==> src/rtl/spi_src_arbiter_if.sv <==
// Shared SPI data-bus arbitration signals between the requesters/shifter and the arbiter.
interface spi_src_arbiter_if;
  logic [3:0] req;
  logic [3:0] last;
  logic       xfer_done;
  logic [1:0] sel;
  logic [3:0] grant;
  logic       busy;

  // Requester/shifter side
  modport master (
    output req,
    output last,
    output xfer_done,
    input  sel,
    input  grant,
    input  busy
  );

  // Arbiter side
  modport slave (
    input  req,
    input  last,
    input  xfer_done,
    output sel,
    output grant,
    output busy
  );
endinterface

==> src/rtl/spi_src_arbiter.sv <==
// Four-way round-robin arbiter for a shared SPI data bus with burst limiting.
// A grant lasts until the owner's last byte, MAX_BURST bytes, or the owner drops req;
// every release is followed by at least one idle (turnaround) cycle.
module spi_src_arbiter #(
  parameter int unsigned MAX_BURST = 4
) (
  input  logic              clk,
  input  logic              reset_n,
  spi_src_arbiter_if.slave  bus
);

  localparam logic [7:0] MaxBurst = 8'(MAX_BURST);

  typedef enum logic [0:0] {StIdle, StOwned} state_e;

  state_e     state_q, state_d;
  logic [1:0] sel_q, sel_d;     // doubles as the owner index while owned
  logic [1:0] ptr_q, ptr_d;
  logic [7:0] cnt_q, cnt_d;

  logic       any_req;
  logic [1:0] winner;
  logic [7:0] cnt_inc;
  logic       release_now;

  // Rotating-priority search: lowest offset from ptr wins (scan high to low, last hit wins)
  always_comb begin
    any_req = |bus.req;
    winner  = ptr_q;
    for (int i = 3; i >= 0; i--) begin
      if (bus.req[ptr_q + 2'(i)]) begin
        winner = ptr_q + 2'(i);
      end
    end
  end

  // Release on abort, on the owner's final byte, or when the burst limit is reached
  always_comb begin
    cnt_inc     = cnt_q + 8'd1;
    release_now = !bus.req[sel_q] ||
                  (bus.xfer_done && (bus.last[sel_q] || (cnt_inc == MaxBurst)));
  end

  // Next-state logic
  always_comb begin
    state_d = state_q;
    sel_d   = sel_q;
    ptr_d   = ptr_q;
    cnt_d   = cnt_q;
    unique case (state_q)
      StIdle: begin
        // xfer_done is ignored here; sel holds until a new grant
        if (any_req) begin
          state_d = StOwned;
          sel_d   = winner;
          cnt_d   = 8'd0;
        end
      end
      StOwned: begin
        if (bus.xfer_done) begin
          cnt_d = cnt_inc;
        end
        if (release_now) begin
          state_d = StIdle;
          ptr_d   = sel_q + 2'd1;
        end
      end
      default: begin
        state_d = StIdle;
      end
    endcase
  end

  // State registers with synchronous active-low reset
  always_ff @(posedge clk) begin
    if (!reset_n) begin
      state_q <= StIdle;
      sel_q   <= 2'd0;
      ptr_q   <= 2'd0;
      cnt_q   <= 8'd0;
    end else begin
      state_q <= state_d;
      sel_q   <= sel_d;
      ptr_q   <= ptr_d;
      cnt_q   <= cnt_d;
    end
  end

  // Outputs decoded straight from registered state
  always_comb begin
    bus.sel   = sel_q;
    bus.busy  = (state_q == StOwned);
    bus.grant = (state_q == StOwned) ? (4'b0001 << sel_q) : 4'b0000;
  end

endmodule
==> src/flat_wrapper.sv <==
// flat-port wrapper written by rule: the top's interface ports become plain ports
module spi_src_arbiter_flat 
#(
  parameter int unsigned MAX_BURST = 4
)
  (clk, reset_n, bus_req, bus_last, bus_xfer_done, bus_sel, bus_grant, bus_busy);
  spi_src_arbiter_if bus_i ();
  input  logic clk;
  input  logic reset_n;
  input wire logic [$bits(bus_i.req)-1:0] bus_req;
  input wire logic [$bits(bus_i.last)-1:0] bus_last;
  input wire logic [$bits(bus_i.xfer_done)-1:0] bus_xfer_done;
  output wire logic [$bits(bus_i.sel)-1:0] bus_sel;
  output wire logic [$bits(bus_i.grant)-1:0] bus_grant;
  output wire logic [$bits(bus_i.busy)-1:0] bus_busy;
  assign bus_i.req = bus_req;
  assign bus_i.last = bus_last;
  assign bus_i.xfer_done = bus_xfer_done;
  assign bus_sel = bus_i.sel;
  assign bus_grant = bus_i.grant;
  assign bus_busy = bus_i.busy;
  spi_src_arbiter #(.MAX_BURST(MAX_BURST)) u_core (.clk(clk), .reset_n(reset_n), .bus(bus_i));
endmodule
==> config.mk <==
export PLATFORM = sky130hd
export DESIGN_NAME = spi_src_arbiter_flat
export DESIGN_NICKNAME = d
export VERILOG_FILES = /design/src/rtl/spi_src_arbiter_if.sv /design/src/rtl/spi_src_arbiter.sv /design/src/flat_wrapper.sv
export SDC_FILE = /design/constraint.sdc
export NUM_CORES = 1
export LEC_CHECK = 0
export CORE_UTILIZATION = 35
export CTS_CLUSTER_SIZE = 30
export DETAILED_ROUTE_END_ITERATION = 6
export GPL_ROUTABILITY_DRIVEN = 0
export HOLD_SLACK_MARGIN = 0.15
export SLEW_MARGIN = 20
export SYNTH_ARGS = -nofsm -noshare
export SYNTH_HDL_FRONTEND = slang
export SYNTH_SLANG_ARGS = --single-unit
==> constraint.sdc <==
create_clock -name clk -period 1.53 [get_ports clk]
set_input_delay 0.2295 -clock clk [delete_from_list [all_inputs] [get_ports clk]]
set_output_delay 0.2295 -clock clk [all_outputs]
set_load 0.1 [all_outputs]
==> flow_summary.toml <==
[placed_design]
place_area_um2 = 1310
io_buffers = 17
preCtsSetupSlack_ns = -0.280
hpwl_um = 1740
dp_cells = 172

[logic_synthesis]
syn_area_um2 = 908
yosys-top-cells-area = "dfxtp_1 29%, ha_1 8.3%, nand2_1 5.4%"
ys_warn_count = 0
synth_nets = 130
syn_avg_cell_area_um2 = 8.04
ys.flop_type = "dfxtp_1"
async_reset_ff_share_pct = 0
yosysTopAreaCellShare_pct = 28.7
synth_seq_cells = 13
synth_edf_count = 0
synth_cell_types = 36
yosysSeqAreaShare_pct = 28.7
synthCells = 113
yosys.area.top_type = "dfxtp_1"

[clock_tree]
numClockSinks = 13
cts_root_buf = "clkbuf_4"
cts_tree = "yes"
clk_pin_slew_ns = 0.08
clock_path_buffers = 2
cts-buffers-inserted = 3
hold_buffers = 0
htreeDepth = 1
worst_skew_pair.late_latency_ns = 0.27

[floorplan]
die_w_um = 52.9
fp.dieH_um = 52.9
core_area_um2 = 2450
rows = 18
pin_count = 18
die_area_um2 = 2800
start_util_pct = 37.0

[global_routing]
grt_pass1_vias = 964
track_usage_pct = 19.2
overflow = 0
grt_pass1_wl_um = 3950
antenna_found_initial = 0
grt_max_degree = 16

[final_layout]
final-instance-count-excl-fill = 181
nFillCells = 220
register_area_um2 = 274
layout-drive-gt1-share_pct = 36.4
final_util_pct = 60.6
num_antenna_cells = 0
finalInstanceArea_um2 = 1490
syn2layout_area_growth_pct = 63.8
nets = 169
multi_input_area_um2 = 736

[power_and_ir_drop]
peakVddDrop_uv = 476
p_leak_nw = 0.603
powerDensity_nw_per_um2 = 651

[routing]
antenna_left = 0
dr.first_iter.drc_count = 7
first_pass_iters = 4
route.detailed.drc = 0
vias = 976
routed_wl_um = 2360
drt-vias-per-instance = 5.39
post_drt_wl_per_cell_um = 13.0

[timing]
holdWs_ns = 0.501
fmax_mhz = 655
period_needed_ns = 1.53
maxSlewHeadroom_pct = 68.4
post-route-period-util_pct = 99.7
finalSetupViolCount = 0
slew_viol_final = 0
rsz0062_at_grt = "yes"
finClkSkew_ns = 0.00169
layout_setup_ws_ns = 0.00433
finalHoldViolCount = 0
worstMarginPinSlew_ns = 0.473

[setup_path]
crit_path_max_fanout = 3
crit_type = "register to register"
worstPathRequired_ns = 1.73
critPathLaunchType = "register"
critPathArrivalTime_ns = 1.73
critPathCaptureType = "register"

[job]
cap_violations = 0

[run_status]
status = "complete, no violations"

[worst_hold_path]
holdCritPathClass = "register to register"
==> kinds of logic after synthesis <==
kind of cell	Yosys count	share of synthesized area (%)
buf+inv	6	2.48
mux	4	7.58
flops	13	28.7
xor+xnor	2	1.93
fa+ha+maj	6	8.26
simple gates	58	33.1
compound gates	24	18.0
==> where the power goes <==
group / switching (mW) / internal, mW
sequential: 0.0256 / 0.353
combinational: 0.199 / 0.175
clock: 0.115 / 0.101
==> cell usage after synthesis, types with 2 or more instances <==
master / count
o31ai_1: 2
nor2b_1: 3
nand2b_1: 2
or3_1: 2
a31oi_1: 3
nand2_1: 13
dfxtp_1: 13
and2_1: 6
ha_1: 6
a21oi_1: 2
nor2_1: 13
clkbuf_1: 4
o21ai_0: 7
nor3_1: 2
inv_1: 2
and3_1: 4
a21boi_0: 6
mux2i_1: 2
nand3_1: 4
==> routing by layer <==
layer	part of all wire, %	up-vias	wire, um	GRT usage [%]
li1	-	476	-	-
met1	44	477	1030	21.3
met2	51	19	1200	33.8
met3	3.9	4	91	4.31
met4	1.4	0	34	10.1
met5	0	-	0	0
==> placed cells by master, fill, tap and decap left out, types with 2 or more instances in the layout <==
cell type and n:
clkbuf_4 3, buf_4 20, buf_12 7, o21ai_0 6, dfxtp_1 8, dfxtp_2 2, ha_4 3, nand2_1 13
ha_2 2, and3_1 4, mux2i_1 2, nand2b_1 2, and2_4 4, nor2_1 13, a21oi_1 2, o31ai_1 2
dfxtp_4 3, clkdlybuf4s50_1 10, nand3_1 3, nor2b_1 3, and2_1 2, a31oi_1 3, a21boi_0 6, or3_1 2
==> through the flow <==
stage          TNS (ns)  power (mW)
2_1_floorplan    -0.416       0.584
3_3_place_gp      -1.91       0.718
6_report              0       0.969
3_5_place_dp      -2.55       0.723
5_1_grt          -0.150        1.02
4_1_cts               0       0.943
==> state kept, by name, indices dropped and copies added, names as in the netlist <==
signal / cells
u_core.cnt_q: 8
u_core.bus.sel: 2
u_core.bus.busy: 1
u_core.ptr_q: 2
==> worst paths after layout <==
path                endpoint  cells after the start  slack, ns       startpoint
max reg2reg  u_core.ptr_q[1]                      6      0.004  u_core.cnt_q[0]
min reg2reg  u_core.ptr_q[0]                      2       0.50  u_core.ptr_q[0]
max          u_core.ptr_q[1]                      6      0.004  u_core.cnt_q[0]
min          u_core.ptr_q[0]                      2       0.50  u_core.ptr_q[0]
==> area by class of cell <==
cell class	instances	area share (%)
Sequential cell	13	18.4
Clock buffer	4	1.77
Timing Repair Buffer	38	27.0
Multi-Input combinational cell	94	49.5
Inverter	2	0.841
Tap cell	30	2.52
==> critical path: stages (launching register included) <==
cell and delay [ns]:
dfxtp_2 0.36, ha_4 0.14, and3_4 0.21, nand3_4 0.09, o2bb2ai_4 0.16, a32oi_4 0.28
mux2i_1 0.21
==> timing repair <==
| item | CTS | global route |
|---|---|---|
| cloned | 0 | 0 |
| buffers inserted | 1 | 4 |
| gates resized for setup | 7 | 16 |
| setup endpoints to repair | 6 | 12 |
| pin swaps | 4 | 4 |
(Power assumes the default switching activity.)
==> RTL edit: new RTL, same flow settings <==
Reset style: asynchronous (`reset_n`), changed in one clocked block. Comments in the files are not updated.
--- a/src/rtl/spi_src_arbiter.sv
+++ b/src/rtl/spi_src_arbiter.sv
@@ -73,5 +73,5 @@
 
   // State registers with synchronous active-low reset
-  always_ff @(posedge clk) begin
+  always_ff @(posedge clk or negedge reset_n) begin
     if (!reset_n) begin
       state_q <= StIdle;
Formal check against the unedited RTL: differs if reset_n is asserted again (counterexample within 4 cycles, from zero or initial values and one cycle with reset_n low); with reset_n held inactive, the same outputs for 10 cycles.
==> RTL edit against the original RTL <==
  * The run now ends with setup timing left
  * Die area decreased by 3.2%
  * Area after synthesis decreased by 3.3%
  * Count of clock-buffer cells in the layout unchanged
  * First-iteration DRC count increased by 100%
  * Worst setup slack got worse by 0.24 ns
  * Maximum frequency decreased by 14%
  * Wire length decreased by 4.2%
  * Cell area about the same
  * Sequential share of layout area increased by 4.2 points
  * Sequential cell count unchanged
  * Largest cell class unchanged
Power is left out: it rests on default switching activity, and per cell area and clock period it moved more than threefold.
==> RTL edit: results (changes against the original RTL) <==
[yosys]
yosys-top-cells-area = dfrtp_1, ha_1, o21ai_1, mux4_2, nand2_1
synthTopCellsByCount = dfrtp_1, o21ai_1, nand2_1, nor2_1
seq_area_frac_synth = 0.3704  ; +0.08387
async_flop_share = 1.000  ; +1.000
yosys_warnings = 0  ; unchanged
synth_area_per_cell_um2 = 9.149  ; +14%
synth.distinct_cells = 32  ; -11%
synth-main-ff-cell = dfrtp_1
syn_nets = 113  ; -13%
synth_edf_count = 0  ; unchanged

[grt]
grt_pass1_vias = 861  ; -11%
antenna_found_initial = 0  ; unchanged
grt_max_degree = 14  ; -2
track_usage = 0.1963  ; +0.003943
grt.overflow.total = 0  ; unchanged
grt_pass1_wl_um = 3822  ; -3.1%

[cells_and_area]
antenna_cells = 0  ; unchanged
final_nets = 155  ; -8.3%
largest_register_ffs = 8  ; unchanged
fillerInstances = 178  ; -19%
drive_above_1_share = 0.4161  ; +0.05182
regMostFlops = u_core.cnt_q

[clock_network]
numCtsBuffers = 3  ; unchanged
cts-root-buf = clkbuf_4
cts_buffer_depth = 2  ; unchanged
path_clk_slew_ns = 0.08  ; about the same
clk_latency_ns = 0.27  ; about the same
htree_levels = 1  ; unchanged

[worst_hold_path]
hold_path.class = in -> async

[worst_setup_path]
cp_slowest_stage_delay_ns = 0.50  ; +0.14 ns
cp.arrival_ns = 1.92  ; +0.19 ns
critPathSlowestCell = mux4_2
crit_fanout = 3  ; unchanged
critPathTopFamily = multiplexers

[route]
vias = 877  ; -10%
firstDrtPassIters = 4  ; unchanged
viasPerCell = 5.315  ; -1.4%
drt_iter0_drc = 14  ; +7
routedWlPerCell_um = 13.70  ; +5.1%

[sta]
skew_ns = 0.002364  ; +0.0006776 ns
worst_slack_ns = -0.2342  ; -0.2385 ns
worst_slew_pin_slew_ns = 0.2980  ; -0.1750 ns
setup_viol = 7  ; +7

[outcome]
violations = setup timing
status = finished with violations

[place]
post-place-ws_ns = -0.4368  ; -0.1566 ns
dpl.hpwl_um = 1644  ; -5.7%
post_dp_cell_area_um2 = 1282  ; -2.3%
io_buffer_count = 17  ; unchanged

[RTL edit: cell types whose count changed in the layout (fill, tap and decap cells not counted), moves of 3 or more]
cell,before,now
dfrtp_4,0,3
dfrtp_1,0,10
nand3_1,3,0
dfxtp_4,3,0
o21ai_0,6,0
dfxtp_1,8,0
a21boi_0,6,0
nor2_1,13,8
o21ai_1,1,13
[RTL edit: final timing paths]
path,startpoint,to,slack [ns],depth (start not counted)
min reg2reg,u_core.cnt_q[7],u_core.cnt_q[7],0.50,1
max,u_core.bus.sel[0],u_core.ptr_q[0],-0.23,4
max reg2reg,u_core.bus.sel[0],u_core.ptr_q[0],-0.23,4
max in group asynchronous,reset_n,u_core.bus.busy,1.08,2
min in group clk,u_core.cnt_q[7],u_core.cnt_q[7],0.50,1
min,reset_n,u_core.cnt_q[0],0.26,2
[RTL edit: kinds of logic (layout without fill, tap and decap cells)]
logic type      after synthesis  after routing  share of synthesized area
simple gates                 41             41                     0.2351
compound gates               27             27                     0.2094
flops                        13             13                     0.3704
fa+ha+maj                     6              6                    0.08547
buf+inv                       5             46                    0.02278
mux                           4              4                    0.07692
[RTL edit: area by class of cell]
class,count,area [µm²],share of cell area
Clock buffer,4,26.28,0.01768
Tap cell,28,35.03,0.02357
Inverter,3,23.77,0.01599
Timing Repair Buffer,39,424.2,0.2854
Sequential cell,13,336.6,0.2264
Multi-Input combinational cell,78,640.6,0.4310
[RTL edit: timing repair]
| item | 4_1_cts | 5_1_grt |
|---|---|---|
| pin swaps | 3 | 5 |
| endpoints found under the setup margin | 7 | 14 |
| resized for setup | 16 | 17 |
| gates cloned | 0 | 0 |
| buffers inserted | 5 | 2 |
[RTL edit: worst register-to-register path: stages (launching register included)]
cell and delay (ns):
dfrtp_4 0.45, mux4_2 0.50, a21boi_4 0.16, o22ai_4 0.22, mux2_4 0.33
[RTL edit: metal layers]
metal,routed length (µm),global-route usage,share of wire,vias up
met5,0,0,0,-
met4,10,0.06757,0.0044,0
met2,1129,0.3397,0.50,20
met3,58,0.02632,0.026,2
met1,1062,0.2473,0.47,421
li1,-,-,-,434
[RTL edit: per-stage QoR]
step	util	hold slack, ns	TNS, ns
5_1_grt	0.6471	0.2628	-1.428
4_1_cts	0.6111	0.2675	-1.028
3_5_place_dp	0.5583	0.4777	-3.712
6_report	0.6471	0.2630	-1.051
3_3_place_gp	0.5583	0.4740	-3.495
2_1_floorplan	-	-0.06609	-1.151
